**src/rtl/exec_unit.sv**
```systemverilog
// Execute/writeback stage: single-cycle ALU ops or a DW-step shift-add multiply, then one write-port pulse.
// Latency: WB one cycle after accept (non-MUL) or DW+1 cycles (MUL); start while busy is dropped, not queued.
module exec_unit #(
  parameter int DW  = 8,
  parameter int RAW = 2
) (
  input  logic           clk,
  input  logic           rst,
  input  logic           start,
  input  logic [2:0]     op,
  input  logic [RAW-1:0] rd,
  input  logic [DW-1:0]  a,
  input  logic [DW-1:0]  b,
  output logic           busy,
  output logic           done,
  output logic           we,
  output logic [RAW-1:0] wad,
  output logic [DW-1:0]  wd,
  output logic           zf,
  output logic           cf
);

  localparam int SW = $clog2(DW);
  localparam int CW = $clog2(DW + 1);

  localparam logic [2:0] OP_ADD = 3'd0;
  localparam logic [2:0] OP_SUB = 3'd1;
  localparam logic [2:0] OP_AND = 3'd2;
  localparam logic [2:0] OP_OR  = 3'd3;
  localparam logic [2:0] OP_XOR = 3'd4;
  localparam logic [2:0] OP_SHL = 3'd5;
  localparam logic [2:0] OP_MUL = 3'd6;

  typedef enum logic [1:0] {S_IDLE, S_MUL, S_WB} state_t;

  state_t         state_q, state_d;
  logic [RAW-1:0] rd_q, rd_d;
  logic [DW-1:0]  acc_q, acc_d;
  logic [DW-1:0]  mcand_q, mcand_d;
  logic [DW-1:0]  mplier_q, mplier_d;
  logic [CW-1:0]  cnt_q, cnt_d;
  logic [RAW-1:0] wad_q, wad_d;
  logic [DW-1:0]  wd_q, wd_d;
  logic           zf_q, zf_d;
  logic           cf_q, cf_d;
  logic [DW:0]    alu;

  // Bit DW carries the ADD carry-out or, for SUB, the borrow (wraps when a < b).
  always_comb begin
    alu = '0;
    case (op)
      OP_ADD:  alu = {1'b0, a} + {1'b0, b};
      OP_SUB:  alu = {1'b0, a} - {1'b0, b};
      OP_AND:  alu = {1'b0, a & b};
      OP_OR:   alu = {1'b0, a | b};
      OP_XOR:  alu = {1'b0, a ^ b};
      OP_SHL:  alu = {1'b0, a << b[SW-1:0]};
      OP_MUL:  alu = '0;
      default: alu = {1'b0, b};
    endcase
  end

  always_comb begin
    state_d  = state_q;
    rd_d     = rd_q;
    acc_d    = acc_q;
    mcand_d  = mcand_q;
    mplier_d = mplier_q;
    cnt_d    = cnt_q;
    wad_d    = wad_q;
    wd_d     = wd_q;
    zf_d     = zf_q;
    cf_d     = cf_q;
    case (state_q)
      S_IDLE: begin
        if (start) begin
          rd_d = rd;
          if (op == OP_MUL) begin
            acc_d    = '0;
            mcand_d  = a;
            mplier_d = b;
            cnt_d    = CW'(DW);
            state_d  = S_MUL;
          end else begin
            wad_d   = rd;
            wd_d    = alu[DW-1:0];
            zf_d    = (alu[DW-1:0] == '0);
            cf_d    = (op == OP_ADD || op == OP_SUB) ? alu[DW] : 1'b0;
            state_d = S_WB;
          end
        end
      end
      S_MUL: begin
        acc_d    = mplier_q[0] ? acc_q + mcand_q : acc_q;
        mcand_d  = mcand_q << 1;
        mplier_d = mplier_q >> 1;
        cnt_d    = cnt_q - 1'b1;
        if (cnt_d == '0) begin
          wad_d   = rd_q;
          wd_d    = acc_d;
          zf_d    = (acc_d == '0);
          cf_d    = 1'b0;
          state_d = S_WB;
        end
      end
      S_WB:    state_d = S_IDLE;
      default: state_d = S_IDLE;
    endcase
  end

  always_ff @(posedge clk or negedge rst) begin
    if (!rst) begin
      state_q  <= S_IDLE;
      rd_q     <= '0;
      acc_q    <= '0;
      mcand_q  <= '0;
      mplier_q <= '0;
      cnt_q    <= '0;
      wad_q    <= '0;
      wd_q     <= '0;
      zf_q     <= 1'b0;
      cf_q     <= 1'b0;
    end else begin
      state_q  <= state_d;
      rd_q     <= rd_d;
      acc_q    <= acc_d;
      mcand_q  <= mcand_d;
      mplier_q <= mplier_d;
      cnt_q    <= cnt_d;
      wad_q    <= wad_d;
      wd_q     <= wd_d;
      zf_q     <= zf_d;
      cf_q     <= cf_d;
    end
  end

  assign busy = (state_q != S_IDLE);
  assign we   = (state_q == S_WB);
  assign done = we;
  assign wad  = wad_q;
  assign wd   = wd_q;
  assign zf   = zf_q;
  assign cf   = cf_q;

endmodule

```
**config.mk**
```make
export PLATFORM = sky130hd
export DESIGN_NAME = exec_unit
export DESIGN_NICKNAME = d
export VERILOG_FILES = /design/src/rtl/exec_unit.sv
export SDC_FILE = /design/constraint.sdc
export NUM_CORES = 1
export LEC_CHECK = 0
export CORE_MARGIN = 4
export CORE_UTILIZATION = 25
export DETAILED_ROUTE_END_ITERATION = 16
export SYNTH_ARGS = -nofsm -noshare
export SYNTH_HDL_FRONTEND = slang
export SYNTH_SLANG_ARGS = --single-unit
```
**constraint.sdc**
```tcl
create_clock -name clk -period 4.4 [get_ports clk]
set_clock_uncertainty 0.15 [all_clocks]
set_input_delay 0.66 -clock clk [delete_from_list [all_inputs] [get_ports clk]]
set_output_delay 0.66 -clock clk [all_outputs]
set_load 0.005 [all_outputs]
```
-- Word level (Yosys, flattened, before mapping)
Cells that the tools add are included.
- output and inout port bits: 15
- input bits: 24
- word-level logic and storage cells: 77
- register bits after elaboration: 44
- eq/ne operators: 12
- add/subtract/negate cells: 4
- multiplexer cells: 35
- bitwise gates (word level): 3
- reduce and logical (&&, ||, !) cells: 12
- shifts and indexed selects: 1
- operators with widths (kind ; count):
    2-to-1 mux 8 bit ; 10
    one-hot mux 8 bit (2 select lines) ; 4
    one-hot mux 9 bit (7 select lines) ; 1
    zero test 8 bit ; 2
    2-to-1 mux 2 bit ; 6
    adder 8 x 8 -> 9 bit ; 1
    == test 3 bit, second input constant ; 3
    subtractor 8 x 8 -> 9 bit ; 1
    adder 8 bit ; 1
    bitwise AND 8 bit ; 1
    2-to-1 mux 4 bit ; 2
    != test 2 bit, second input constant ; 4
    bitwise OR 8 bit ; 1
    one-hot mux 2 bit (2 select lines) ; 2
    one-hot mux 4 bit (2 select lines) ; 1
    << shifter 8 x 3 -> 8 bit ; 1
    bitwise XOR 8 bit ; 1
    2-to-1 mux 1 bit ; 7
    == test 3 x 2 -> 1 bit, second input constant ; 2
    zero test 4 bit ; 1
    one-hot mux 1 bit (2 select lines) ; 2
    AND reduction 2 bit ; 2
    AND reduction 4 bit ; 1
    nonzero test 2 bit ; 2
    other kinds (8) ; 8

-- Depth between registers and ports, before layout
- depth after elaboration: 6
- gate-level depth with buffers: 14
- depth with buffers taken out: 13

-- Least setup slack after synthesis
OpenSTA, ideal clock, no wires.
- path type: in2reg
- start point: in op[2]
- end point: reg zf_q, in the netlist zf
- setup time: 0.065 ns
- setup slack: 0.854 ns
- stages on the path: 14
- path buffers: 1
- arrival: 3.331 ns
- required time: 4.185 ns
- cell sequence: buf_2 > nor2_1 > nand2_1 > nor2_1 > a21o_1 > inv_1 > ha_1 > nor2b_1 > o2111a_1 > or4_1 > a32oi_1 > o211ai_1 > nor4_2 > o22a_1
- longest elaborated chain between the ends: 6
- elaborated cells between the ends (all ways): 14
- those cells by class: eq/ne (7); mux (4); reduce/logical (3)
- RTL lines (element ; RTL line ; RTL):
    start, declared ; 10 ; input logic [2:0] op,
    == test 3 bit, or another cell as far along ; 51, 78 ;
    one-hot mux 9 bit (7 select lines) ; 51 ; case (op)
    zero test 8 bit ; 87 ; zf_d = (alu[DW-1:0] == '0);
    2-to-1 mux 1 bit ; 78 ; if (op == OP_MUL) begin
    2-to-1 mux 1 bit ; 76 ; if (start) begin
    one-hot mux 1 bit (2 select lines) ; 74 ; case (state_q)
    end signal, assigned ; 132 ; zf_q <= zf_d;
    end, declared ; 44 ; logic zf_q, zf_d;
Several ways; a longest one is shown, not always the timed one. The select of a mux whose other input is x is not followed.
A chain may end at the register's enable or synchronous reset.

-- Worst setup path in the final report
- start point: in op[0]
- end point: reg zf_q, in the netlist zf
The elaborated chain is that of the path after synthesis.

==> flow_summary.yaml <==
clocking:
  cts-hold-fix-buffers: 0
  cts_tree: "done"
  clock-sinks: 44
  cts_buffers: 5
  clock_latency_ns: 0.29
  cts_resized: 0
  cts_buffer_depth: 2
  path_clk_slew_ns: 0.06
  cts_setup_buffers: 0
  htreeDepth: 2
  cts_root_buf: "clkbuf_16"
logic_synthesis:
  avgSynthCellArea_um2: 8.22
  syn_nets: 522
  synth.most_common_cell: "nand2_1"
  synth-seq-cells: 44
  yosysSeqAreaShare_pct: 29.1
  syn-instance-count: 461
  async_reset_ff_share_pct: 100
  synth-edff-count: 0
  synth_area_mm2: 0.00379
  synth_area_leader_cell: "dfrtp_1"
  synth_area_leaders: "dfrtp_1 (29%), ha_1 (12%), nand2_1 (6.6%)"
  yosysWarningCount: 0
  synth_top_area_share_pct: 29.1
  ys.flop_type: "dfrtp_1"
  synthDistinctLibCells: 64
  synth.top_cells.by_count: "nand2_1 (67), nor2_1 (49), dfrtp_1 (44)"
timing:
  setup_tns_ns: 0
  finalHoldViolCount: 0
  max_slew_margin_pct: 33.0
  drv_slew: 0
  timing.final.crit_share_pct: 83.4
  setup_viol: 0
  fin_crit_ns: 3.67
  fmax_mhz: 272
  worstMarginPinSlew_ns: 1.00
  holdWs_ns: 0.340
  rsz0062_at_grt: "no"
pwr:
  vdd_drop_max_uv: 258
  power.total_mw: 2.51
  p_leak_nw: 1.96
  powerDensity_mw_per_mm2: 552
critical_path:
  r2r_end: "zf"
  slowest_stage: "clkdlybuf4s50_1"
  crit_path_end_kind: "flip-flop"
  crit_chain: "clkdlybuf4s50_1 > nand2_1 > nor2_1 > a21o_1 > inv_1 > ha_1 > nor2b_1 > o2111a_1 > or4_1 > a32oi_1 > o211ai_1 > nor4_2 > o22a_1"
  crit_arrival_ns: 3.75
  cp_max_fo: 7
  r2r_start: "acc_q[0]"
  worstSetupPathType: "input port to flip-flop"
  r2r_setup_slack_ns: 1.63
  critical_path.max_stage_delay_ns: 0.60
  cp-startpoint: "op[0]"
  worst_ep_required_time_ns: 4.48
  start_kind: "input port"
  reg2reg_depth: 9
  endpoint: "zf"
finish:
  syn_to_final_growth_pct: 20.1
  n_antenna_cell: 0
  drive_above_1_share_pct: 8.15
  final_util_pct: 31.0
  finalNonFillerCells: 675
  final_nets: 552
  fillers: 1559
drt:
  dr_total_vias: 3617
  ant_nets: 0
  finalWirelength_um: 11500
  wl_met2_um: 5320
  drc: 0
  wl_met1_um: 5180
  post_drt_wl_per_cell_um: 17.1
  viasPerCell: 5.36
  drt_iter0_drc: 298
  highest_layer: "met4"
  wl_met3_um: 748
  first_pass_iters: 7
die:
  row_count: 44
  die_h_um: 131
  io_pins: 39
  chipWidth_um: 131
  dieArea_mm2: 0.0172
  core_area_mm2: 0.0147
  initial_core_util_pct: 25.8
global_routing:
  grt_pass1_wl_um: 19300
  antenna_found_initial: 0
  grt_start_max_net_pins: 45
  grt_pass1_vias: 3641
  track_usage_pct: 13.5
  grt_overflow: 0
run:
  cap_violations: 0
placement:
  portBuffers: 38
  place_inst: 668
  hpwlAfterDp_um: 8800
  place.gp.congestion: 0.966
status:
  status: "completed"
hold_path:
  hold_class: "flip-flop to flip-flop"
worst max-delay path: cells and delay by family:
family	cells	cell delay, ns
AO/OA/AOI/OAI	5	1.03
adder cells (fa/ha/maj)	1	0.29
buffers and inverters	2	0.65
AND/OR/NAND/NOR	5	1.12
metrics by stage:
stage	area, µm²	worst slack [ns]
after floorplan	3790	0.854
after global placement	4370	0.546
after detailed placement	4370	0.452
after CTS	4550	0.729
after global routing	4550	0.404
final	4550	0.729
cell families (layout without fill, tap and decap cells):
logic type / count (synthesis) / after routing / synth area share, %
and+or+nand+nor: 175 / 175 / 21.8
AOI/OAI and AO/OA: 121 / 121 / 21.5
buffers and inverters: 54 / 84 / 5.85
DFF: 44 / 44 / 29.1
adders and majority gates: 37 / 37 / 12.6
muxes: 16 / 16 / 5.91
xor gates and xnor gates: 14 / 14 / 3.24
layout by cell type, fill, tap and decap left out, types with 6 or more instances in the layout:
cell / Yosys / routed
nand2_1: 67 / 67
nor2_1: 49 / 48
dfrtp_1: 44 / 44
clkdlybuf4s50_1: 0 / 37
ha_1: 35 / 35
inv_1: 27 / 27
a21oi_1: 25 / 25
a31oi_1: 20 / 20
o21ai_0: 18 / 18
xnor2_1: 11 / 11
buf_4: 2 / 11
nand3_1: 10 / 10
o31ai_1: 9 / 9
nor2b_1: 10 / 9
nor3_1: 8 / 8
o22ai_1: 8 / 8
mux2_2: 6 / 6
state kept, by name, indices dropped and copies added (netlist names):
register / count
acc_q: 8
mcand_q: 8
mplier_q: 8
wd: 8
cnt_q: 4
rd_q: 2
state_q: 2
wad: 2
cf: 1
zf: 1
routing by layer:
metal / track usage, % / vias up
met5: 0 / -
met4: 4.73 / 0
met3: 2.22 / 25
met2: 21.3 / 147
met1: 18.8 / 1736
li1: - / 1709
report_power, final:
part,total [mW],switching (mW),internal (mW)
Clock,0.476,0.154,0.322
Combinational,1.27,0.680,0.591
Sequential,0.763,0.172,0.590
cell type report:
cell class	instances	area (µm²)	area share, %
inverters	28	105	2.31
multi-input cells	363	2470	54.3
clock buffers	5	125	2.75
well taps	184	230	5.06
clock inverters	2	60.1	1.32
repair buffers	49	458	10.1
flip-flops and latches	44	1100	24.2
worst min-delay path by stage:
stage                 from           to  slack, ns  depth (start not counted)
3_3_place_gp   mplier_q[7]  mplier_q[7]       0.31                          2
2_1_floorplan          rst     acc_q[0]       0.21                          0
5_1_grt        mplier_q[7]  mplier_q[7]       0.37                          2
6_report       mplier_q[7]  mplier_q[7]       0.34                          2
3_5_place_dp   mplier_q[7]  mplier_q[7]       0.32                          2
4_1_cts        mplier_q[7]  mplier_q[7]       0.34                          2
Power figures use the tool's default switching activity.
